## src/rtl/alu_mc_pkg.sv

```systemverilog
// alu_mc shared types: operation codes, FSM states, iterative-op selector.
package alu_mc_pkg;

  typedef enum logic [4:0] {
    M_ADD   = 5'd0,
    M_SUB   = 5'd1,
    M_AND   = 5'd2,
    M_OR    = 5'd3,
    M_XOR   = 5'd4,
    M_SLL   = 5'd5,
    M_SRL   = 5'd6,
    M_SRA   = 5'd7,
    M_SLTU  = 5'd8,
    M_SGEU  = 5'd9,
    M_EQ    = 5'd10,
    M_NE    = 5'd11,
    M_SLT   = 5'd12,
    M_SGE   = 5'd13,
    M_MUL   = 5'd14,
    M_MULHU = 5'd15,
    M_DIVU  = 5'd16,
    M_REMU  = 5'd17
  } mode_e;

  typedef enum logic [1:0] {
    S_IDLE = 2'd0,
    S_CALC = 2'd1,
    S_DONE = 2'd2
  } state_e;

  typedef enum logic [1:0] {
    OP_MUL   = 2'd0,
    OP_MULHU = 2'd1,
    OP_DIVU  = 2'd2,
    OP_REMU  = 2'd3
  } iter_op_e;

  // Modes served by the multi-cycle engine.
  function automatic logic is_muldiv(input logic [4:0] m);
    return (m >= M_MUL) && (m <= M_REMU);
  endfunction

  // Modes 14..17 map onto iter ops 0..3 in order.
  function automatic iter_op_e iter_op(input logic [4:0] m);
    logic [4:0] d;
    d = m - M_MUL;
    return iter_op_e'(d[1:0]);
  endfunction

endpackage

```

## src/rtl/alu_mc_iter.sv

```systemverilog
// alu_mc_iter: one shift-add multiply or restoring-divide step per cycle.
// The first step is taken on the start edge straight from the inputs, so
// after WIDTH edges (cnt == WIDTH) the result sits in hi/lo.
// Multiply: {hi,lo} is the running product, lo starts as the multiplier.
// Divide:   hi is the partial remainder, lo shifts dividend out / quotient in.
module alu_mc_iter import alu_mc_pkg::*; #(
  parameter int WIDTH = 32,
  parameter int SHW   = $clog2(WIDTH)
) (
  input  logic             clk,
  input  logic             rst_n,
  input  logic             start,
  input  iter_op_e         op,
  input  logic [WIDTH-1:0] a,
  input  logic [WIDTH-1:0] b,
  output logic             done,
  output logic [WIDTH-1:0] result
);

  localparam logic [SHW:0] LAST = (SHW+1)'(WIDTH);

  iter_op_e         op_q, s_op;
  logic [WIDTH-1:0] a_q, b_q, hi, lo;
  logic [WIDTH-1:0] s_a, s_b, s_hi, s_lo, n_hi, n_lo;
  logic [WIDTH:0]   sum, shl, dif;
  logic [SHW:0]     cnt;
  logic             is_div;

  // Step source muxes between fresh operands (start) and the running state.
  always_comb begin
    s_op   = start ? op : op_q;
    s_a    = start ? a  : a_q;
    s_b    = start ? b  : b_q;
    is_div = (s_op == OP_DIVU) || (s_op == OP_REMU);
    s_hi   = start ? '0 : hi;
    s_lo   = start ? (is_div ? a : b) : lo;
    sum    = {1'b0, s_hi} + {1'b0, s_a & {WIDTH{s_lo[0]}}};
    shl    = {s_hi, s_lo[WIDTH-1]};
    dif    = shl - {1'b0, s_b};
    n_hi   = hi;
    n_lo   = lo;
    if (is_div) begin
      // Divide by zero falls out naturally: quotient all-ones, remainder a.
      if (shl >= {1'b0, s_b}) begin
        n_hi = dif[WIDTH-1:0];
        n_lo = {s_lo[WIDTH-2:0], 1'b1};
      end else begin
        n_hi = shl[WIDTH-1:0];
        n_lo = {s_lo[WIDTH-2:0], 1'b0};
      end
    end else begin
      n_hi = sum[WIDTH:1];
      n_lo = {sum[0], s_lo[WIDTH-1:1]};
    end
  end

  // Iteration state; cnt parks at 0 or LAST when no operation is running.
  always_ff @(posedge clk) begin
    if (!rst_n) begin
      op_q <= OP_MUL;
      a_q  <= '0;
      b_q  <= '0;
      hi   <= '0;
      lo   <= '0;
      cnt  <= '0;
    end else if (start || (cnt != '0 && cnt != LAST)) begin
      op_q <= s_op;
      a_q  <= s_a;
      b_q  <= s_b;
      hi   <= n_hi;
      lo   <= n_lo;
      cnt  <= start ? (SHW+1)'(1) : cnt + 1'b1;
    end
  end

  assign done   = (cnt == LAST);
  assign result = (op_q == OP_MUL || op_q == OP_DIVU) ? lo : hi;

endmodule

```

## src/rtl/alu_mc.sv

```systemverilog
// alu_mc: handshaked ALU, single-cycle ops plus optional iterative mul/div.
// Build option: define ALU_MC_MULDIV_EN to build the multiply/divide engine;
// without it modes 14..17 return 0 with single-cycle latency.
module alu_mc import alu_mc_pkg::*; #(
  parameter int WIDTH = 32,
  parameter int SHW   = $clog2(WIDTH)
) (
  input  logic             clk,
  input  logic             rst_n,
  input  logic             in_valid,
  output logic             in_ready,
  input  logic [WIDTH-1:0] a,
  input  logic [WIDTH-1:0] b,
  input  logic [4:0]       mode,
  output logic             out_valid,
  input  logic             out_ready,
  output logic [WIDTH-1:0] x,
  output logic             zero,
  output logic             busy
);

  state_e           state, state_nxt;
  logic             load_x;
  logic [WIDTH-1:0] x_nxt, alu_res;
  logic [SHW-1:0]   sh;

  assign sh = b[SHW-1:0];

`ifdef ALU_MC_MULDIV_EN
  logic             iter_start, iter_done;
  logic [WIDTH-1:0] iter_res;

  alu_mc_iter #(.WIDTH(WIDTH), .SHW(SHW)) u_iter (
    .clk    (clk),
    .rst_n  (rst_n),
    .start  (iter_start),
    .op     (iter_op(mode)),
    .a      (a),
    .b      (b),
    .done   (iter_done),
    .result (iter_res)
  );
`endif

  // Single-cycle result; compares zero-extended, unlisted modes give 0.
  always_comb begin
    alu_res = '0;
    case (mode)
      M_ADD:   alu_res = a + b;
      M_SUB:   alu_res = a - b;
      M_AND:   alu_res = a & b;
      M_OR:    alu_res = a | b;
      M_XOR:   alu_res = a ^ b;
      M_SLL:   alu_res = a << sh;
      M_SRL:   alu_res = a >> sh;
      M_SRA:   alu_res = $signed(a) >>> sh;
      M_SLTU:  alu_res[0] = (a < b);
      M_SGEU:  alu_res[0] = (a >= b);
      M_EQ:    alu_res[0] = (a == b);
      M_NE:    alu_res[0] = (a != b);
      M_SLT:   alu_res[0] = ($signed(a) < $signed(b));
      M_SGE:   alu_res[0] = ($signed(a) >= $signed(b));
      default: alu_res = '0;
    endcase
  end

  // Next state and handshake outputs; in_ready is masked while in reset.
  always_comb begin
    state_nxt = state;
    in_ready  = 1'b0;
    out_valid = 1'b0;
    load_x    = 1'b0;
    x_nxt     = alu_res;
`ifdef ALU_MC_MULDIV_EN
    iter_start = 1'b0;
`endif
    case (state)
      S_IDLE: begin
        in_ready = rst_n;
        if (in_valid && rst_n) begin
`ifdef ALU_MC_MULDIV_EN
          if (is_muldiv(mode)) begin
            state_nxt  = S_CALC;
            iter_start = 1'b1;
          end else
`endif
          begin
            state_nxt = S_DONE;
            load_x    = 1'b1;
          end
        end
      end
`ifdef ALU_MC_MULDIV_EN
      S_CALC: begin
        if (iter_done) begin
          state_nxt = S_DONE;
          load_x    = 1'b1;
          x_nxt     = iter_res;
        end
      end
`endif
      S_DONE: begin
        out_valid = 1'b1;
        if (out_ready) state_nxt = S_IDLE;
      end
      default: state_nxt = S_IDLE;
    endcase
  end

  // State register.
  always_ff @(posedge clk) begin
    if (!rst_n) state <= S_IDLE;
    else        state <= state_nxt;
  end

  // Result and zero flag are loaded together so they never disagree.
  always_ff @(posedge clk) begin
    if (!rst_n) begin
      x    <= '0;
      zero <= 1'b1;
    end else if (load_x) begin
      x    <= x_nxt;
      zero <= (x_nxt == '0);
    end
  end

  assign busy = (state != S_IDLE);

endmodule

```

## config.mk

```make
export PLATFORM = sky130hd
export DESIGN_NAME = alu_mc
export DESIGN_NICKNAME = d
export VERILOG_FILES = /design/src/rtl/alu_mc_pkg.sv /design/src/rtl/alu_mc_iter.sv /design/src/rtl/alu_mc.sv
export SDC_FILE = /design/constraint.sdc
export NUM_CORES = 1
export LEC_CHECK = 0
export BUFFER_PORTS_ARGS = -buffer_cell sky130_fd_sc_hd__buf_2
export CAP_MARGIN = 10
export CORE_ASPECT_RATIO = 0.7
export CORE_MARGIN = 8
export CORE_UTILIZATION = 50
export DETAILED_ROUTE_END_ITERATION = 16
export HOLD_SLACK_MARGIN = 0.03
export PLACE_DENSITY_LB_ADDON = 0.12
export SKIP_LAST_GASP = 1
export SLEW_MARGIN = 5
export SYNTH_ARGS = -nofsm -noshare
export SYNTH_HDL_FRONTEND = slang
export SYNTH_SLANG_ARGS = --single-unit
```

## constraint.sdc

```tcl
create_clock -name clk -period 5.1 [get_ports clk]
set_clock_uncertainty 0.15 [all_clocks]
set_input_delay 0.255 -clock clk [delete_from_list [all_inputs] [get_ports clk]]
set_output_delay 0.255 -clock clk [all_outputs]
set_load 0.05 [all_outputs]
```

==> run metrics <==
violation count after the first detailed-route iteration=2936; final RePlAce weighted congestion=approximately 1.1; worst slack after detailed placement=0.2879 ns; cell row count=45; final worst-path cycle share=0.9235; CTS Buf Count=5; DR vias/cell=7.450; number of global-route vias before repair=12930; Clk Tree Root Cell=sky130_fd_sc_hd__clkbuf_16; CTS H-Tree Depth=2; deepest clock path buffer count=2; leading cell types by count after synthesis=165 x sky130_fd_sc_hd__nor2_1, 148 x sky130_fd_sc_hd__nand2_1, 126 x sky130_fd_sc_hd__a21oi_1; post-detailed-route DRC marker count=0; number of enable flip-flop cells after synthesis=0; largest cells by area after synthesis=sky130_fd_sc_hd__ha_1 11%, sky130_fd_sc_hd__mux4_2 8.2%, sky130_fd_sc_hd__dfxtp_1 6.2%, sky130_fd_sc_hd__a21oi_1 5.7%, sky130_fd_sc_hd__mux2i_1 5.6%; area growth from synthesis to final layout=9.387%; max-cap violations=0; worst path required time=roughly 5.2 ns; number of sinks driven by the clock tree=34; fraction of final layout cells sized beyond drive strength 1=0.1589; clk slew on worst S/H paths=0.05 ns; die height=approximately 140 um; count of cell types in the netlist=84; number of synthesized register bits=34; Most used DFF post-synth=sky130_fd_sc_hd__dfxtp_1; total grt overflow=0; final setup TNS=0 ns; mean instance size in the synthesized netlist=6.954 um^2; top cell type by total area after synthesis=sky130_fd_sc_hd__ha_1; sort of element at the start of the critical path=primary input; maximum fanout along the worst path=11; Slowest cell on crit path=sky130_fd_sc_hd__o31ai_1; number of input and output port buffers inserted=108; number of antenna violations at the first check in global routing=3; Min Clock Period, post-route=4.710 ns; GRT Util Overall=0.3948; CTS hold repair buffers=0; Initial Utilization=0.5097; FF-to-FF setup slack=1.53 ns; largest net degree at the start of global routing=79; Crit path largest cell delay=0.63 ns; setup bufs post-CTS=0; final setup margin=0.3902 ns; number of pins exceeding their max-slew limit in the final report=0; WP buf/inv=3; clk_lat worst skew=0.28 ns; area of the mapped netlist=11050 um^2; Critical Path AT=~4.8 ns; count of warnings emitted by yosys=0; Die ar.=27190 um^2; fraction of registers with async set or reset after synthesis=0; power per unit of standard cell area=164.7 nW/um^2; Final nets=1810; half-perimeter wire length after placement=approximately 45000 um; number of endpoints failing setup at the final stage=0; Top Family by Delay on Critical Path=compound AO/OA/AOI/OAI gates; fraction of the yosys area taken by sequential cells=0.06160; number of standard cells after synthesis=1589; Pleak=5.123 nW; drt wl/cell=a little under 30 um; FMAX=212.3 MHz; result of the run=finished clean; Tightest Pin Transition=1.029 ns; clock tree from TritonCTS=done; CP endpoint kind=flop; Final Hold Fails=0; crit-path cells=buf_2 -> inv_1 -> ha_1 -> inv_1 -> o31ai_1 -> a2111oi_0 -> o31ai_1 -> or4b_1 -> o21ai_0 -> a31o_2 -> o211ai_1 -> o31a_1 -> nor4_1 -> a41o_1; x dimension of the die=193.7 um; Slew headroom=0.2961; area fraction of the dominant cell type after synthesis=0.1132; number of antenna-violating nets in the routed design=0; cell with the most instances after synthesis=sky130_fd_sc_hd__nor2_1; Final Routed Wirelength=56570 um; via count=14300; WS Path Type=primary input to flop; RSZ-0062 raised after global routing=false; drt pass-1 iters=6; core area=21680 um^2; count of pins on the block boundary=109; first-pass GRT wire length=84060 um; kind of path behind the tightest hold check=primary input to flop; Worst VDD drop=roughly 0.00018 V; number of instances resized during post-cts repair=0; total nets after synthesis=1764
-- placed cells by master (no fill, tap or decap), types with 8 or more instances in the layout --
| master | synthesis | layout |
|---|---|---|
| sky130_fd_sc_hd__nand2b_1 | 20 | 20 |
| sky130_fd_sc_hd__o31ai_1 | 29 | 29 |
| sky130_fd_sc_hd__nand2_1 | 148 | 148 |
| sky130_fd_sc_hd__nor2_1 | 165 | 164 |
| sky130_fd_sc_hd__o21ai_0 | 74 | 74 |
| sky130_fd_sc_hd__ha_1 | 100 | 100 |
| sky130_fd_sc_hd__o22ai_1 | 27 | 27 |
| sky130_fd_sc_hd__nor2b_1 | 15 | 14 |
| sky130_fd_sc_hd__and3_1 | 9 | 9 |
| sky130_fd_sc_hd__a22oi_1 | 23 | 23 |
| sky130_fd_sc_hd__buf_4 | 2 | 55 |
| sky130_fd_sc_hd__o211ai_1 | 28 | 28 |
| sky130_fd_sc_hd__nor3b_1 | 8 | 8 |
| sky130_fd_sc_hd__mux4_2 | 40 | 40 |
| sky130_fd_sc_hd__nor4_1 | 16 | 16 |
| sky130_fd_sc_hd__a21oi_1 | 126 | 126 |
| sky130_fd_sc_hd__a211oi_1 | 48 | 48 |
| sky130_fd_sc_hd__nand3_1 | 46 | 46 |
| sky130_fd_sc_hd__mux2i_1 | 62 | 62 |
| sky130_fd_sc_hd__buf_2 | 20 | 107 |
| sky130_fd_sc_hd__a221oi_1 | 17 | 17 |
| sky130_fd_sc_hd__a31oi_1 | 14 | 14 |
| sky130_fd_sc_hd__mux2_2 | 20 | 20 |
| sky130_fd_sc_hd__a21o_1 | 12 | 12 |
| sky130_fd_sc_hd__o21a_1 | 10 | 10 |
| sky130_fd_sc_hd__a211o_1 | 11 | 11 |
| sky130_fd_sc_hd__nor3_1 | 67 | 65 |
| sky130_fd_sc_hd__nand4_1 | 18 | 18 |
| sky130_fd_sc_hd__inv_1 | 95 | 95 |
| sky130_fd_sc_hd__a221o_1 | 8 | 8 |
| sky130_fd_sc_hd__or3_1 | 15 | 15 |
| sky130_fd_sc_hd__or4_1 | 8 | 8 |
| sky130_fd_sc_hd__dfxtp_1 | 34 | 34 |
-- flip-flops by register name (all words and copies together) (netlist names) --
signal	count
state	1
zero	1
x	32
-- cell type report --
class	instances	area, um^2
fill	2093	9590
multi-input combinational	1328	9480
timing repair buffer	166	1028
sequential	34	680.7
inverter	100	375.4
tap	282	352.8
clock buffer	8	166.4
antenna	1	2.502
-- path summary, 6_finish.rpt --
kind / start / end / depth (start not counted)
hold / removal: out_ready / state[1]$_SDFFE_PN0P_ / 3
hold reg to reg: x[27]$_SDFFE_PN0P_ / x[27]$_SDFFE_PN0P_ / 2
setup / recovery: b[8] / zero$_SDFFE_PN1P_ / 14
setup reg to reg: state[1]$_SDFFE_PN0P_ / zero$_SDFFE_PN1P_ / 11
-- where the power goes --
group,leakage [nW],switching (W),total (W),internal (W)
logic,4.76,0.000921,0.00135,0.000433
registers,0.281,0.0000124,0.000301,0.000289
clock network,0.0832,0.000115,0.000336,0.000221
total,5.12,0.00105,0.00199,0.000943
-- logic make-up (layout without fill, tap and decap cells) --
| group | count (synthesis) | after routing | synth area share |
|---|---|---|---|
| and+or+nand+nor | 560 | 560 | 0.2392 |
| other | 0 | 1 | 0 |
| DFF | 34 | 34 | 0.06160 |
| buffers and inverters | 227 | 274 | 0.08278 |
| adders and majority gates | 102 | 102 | 0.1169 |
| AOI/OAI and AO/OA | 531 | 531 | 0.3293 |
| xor gates and xnor gates | 9 | 9 | 0.007134 |
| muxes | 126 | 126 | 0.1632 |
-- metrics by stage --
stage | util | power [W] | cell area, um^2 | hold slack, ns | std cells
3_3_place_gp | 0.5498 | 0.001588 | 11920 | 0.2914 | 1910
4_1_cts | 0.5575 | 0.001926 | 12080 | 0.07588 | 1918
6_report | 0.5576 | 0.001991 | 12090 | 0.08420 | 1919
3_5_place_dp | 0.5498 | 0.001585 | 11920 | 0.2939 | 1910
5_1_grt | 0.5575 | 0.002066 | 12080 | 0.1010 | 1918
2_1_floorplan | - | 0.001152 | 11050 | 0.2868 | 1589
-- worst register-to-register path: stages (launching register included) --
cell and delay (ns):
sky130_fd_sc_hd__dfxtp_1 0.36, sky130_fd_sc_hd__nor2b_4 0.11, sky130_fd_sc_hd__buf_4 0.38, sky130_fd_sc_hd__nand2_1 0.24, sky130_fd_sc_hd__a21oi_1 0.17, sky130_fd_sc_hd__o211ai_1 0.21, sky130_fd_sc_hd__or3_1 0.37, sky130_fd_sc_hd__nor4_1 0.52
sky130_fd_sc_hd__nand4_1 0.15, sky130_fd_sc_hd__or3_1 0.40, sky130_fd_sc_hd__nor4_2 0.23, sky130_fd_sc_hd__a41o_1 0.22
-- metal layers --
metal	routed length (um)	track usage	share of wire	up-vias
met5	65	0	0.0011	-
met4	2701	0.1442	0.048	6
met3	9285	0.1414	0.16	204
met1	22830	0.5507	0.40	6625
met2	21700	0.5433	0.38	1357
li1	-	-	-	6105
Note: power is estimated with default switching activity, not from simulation.
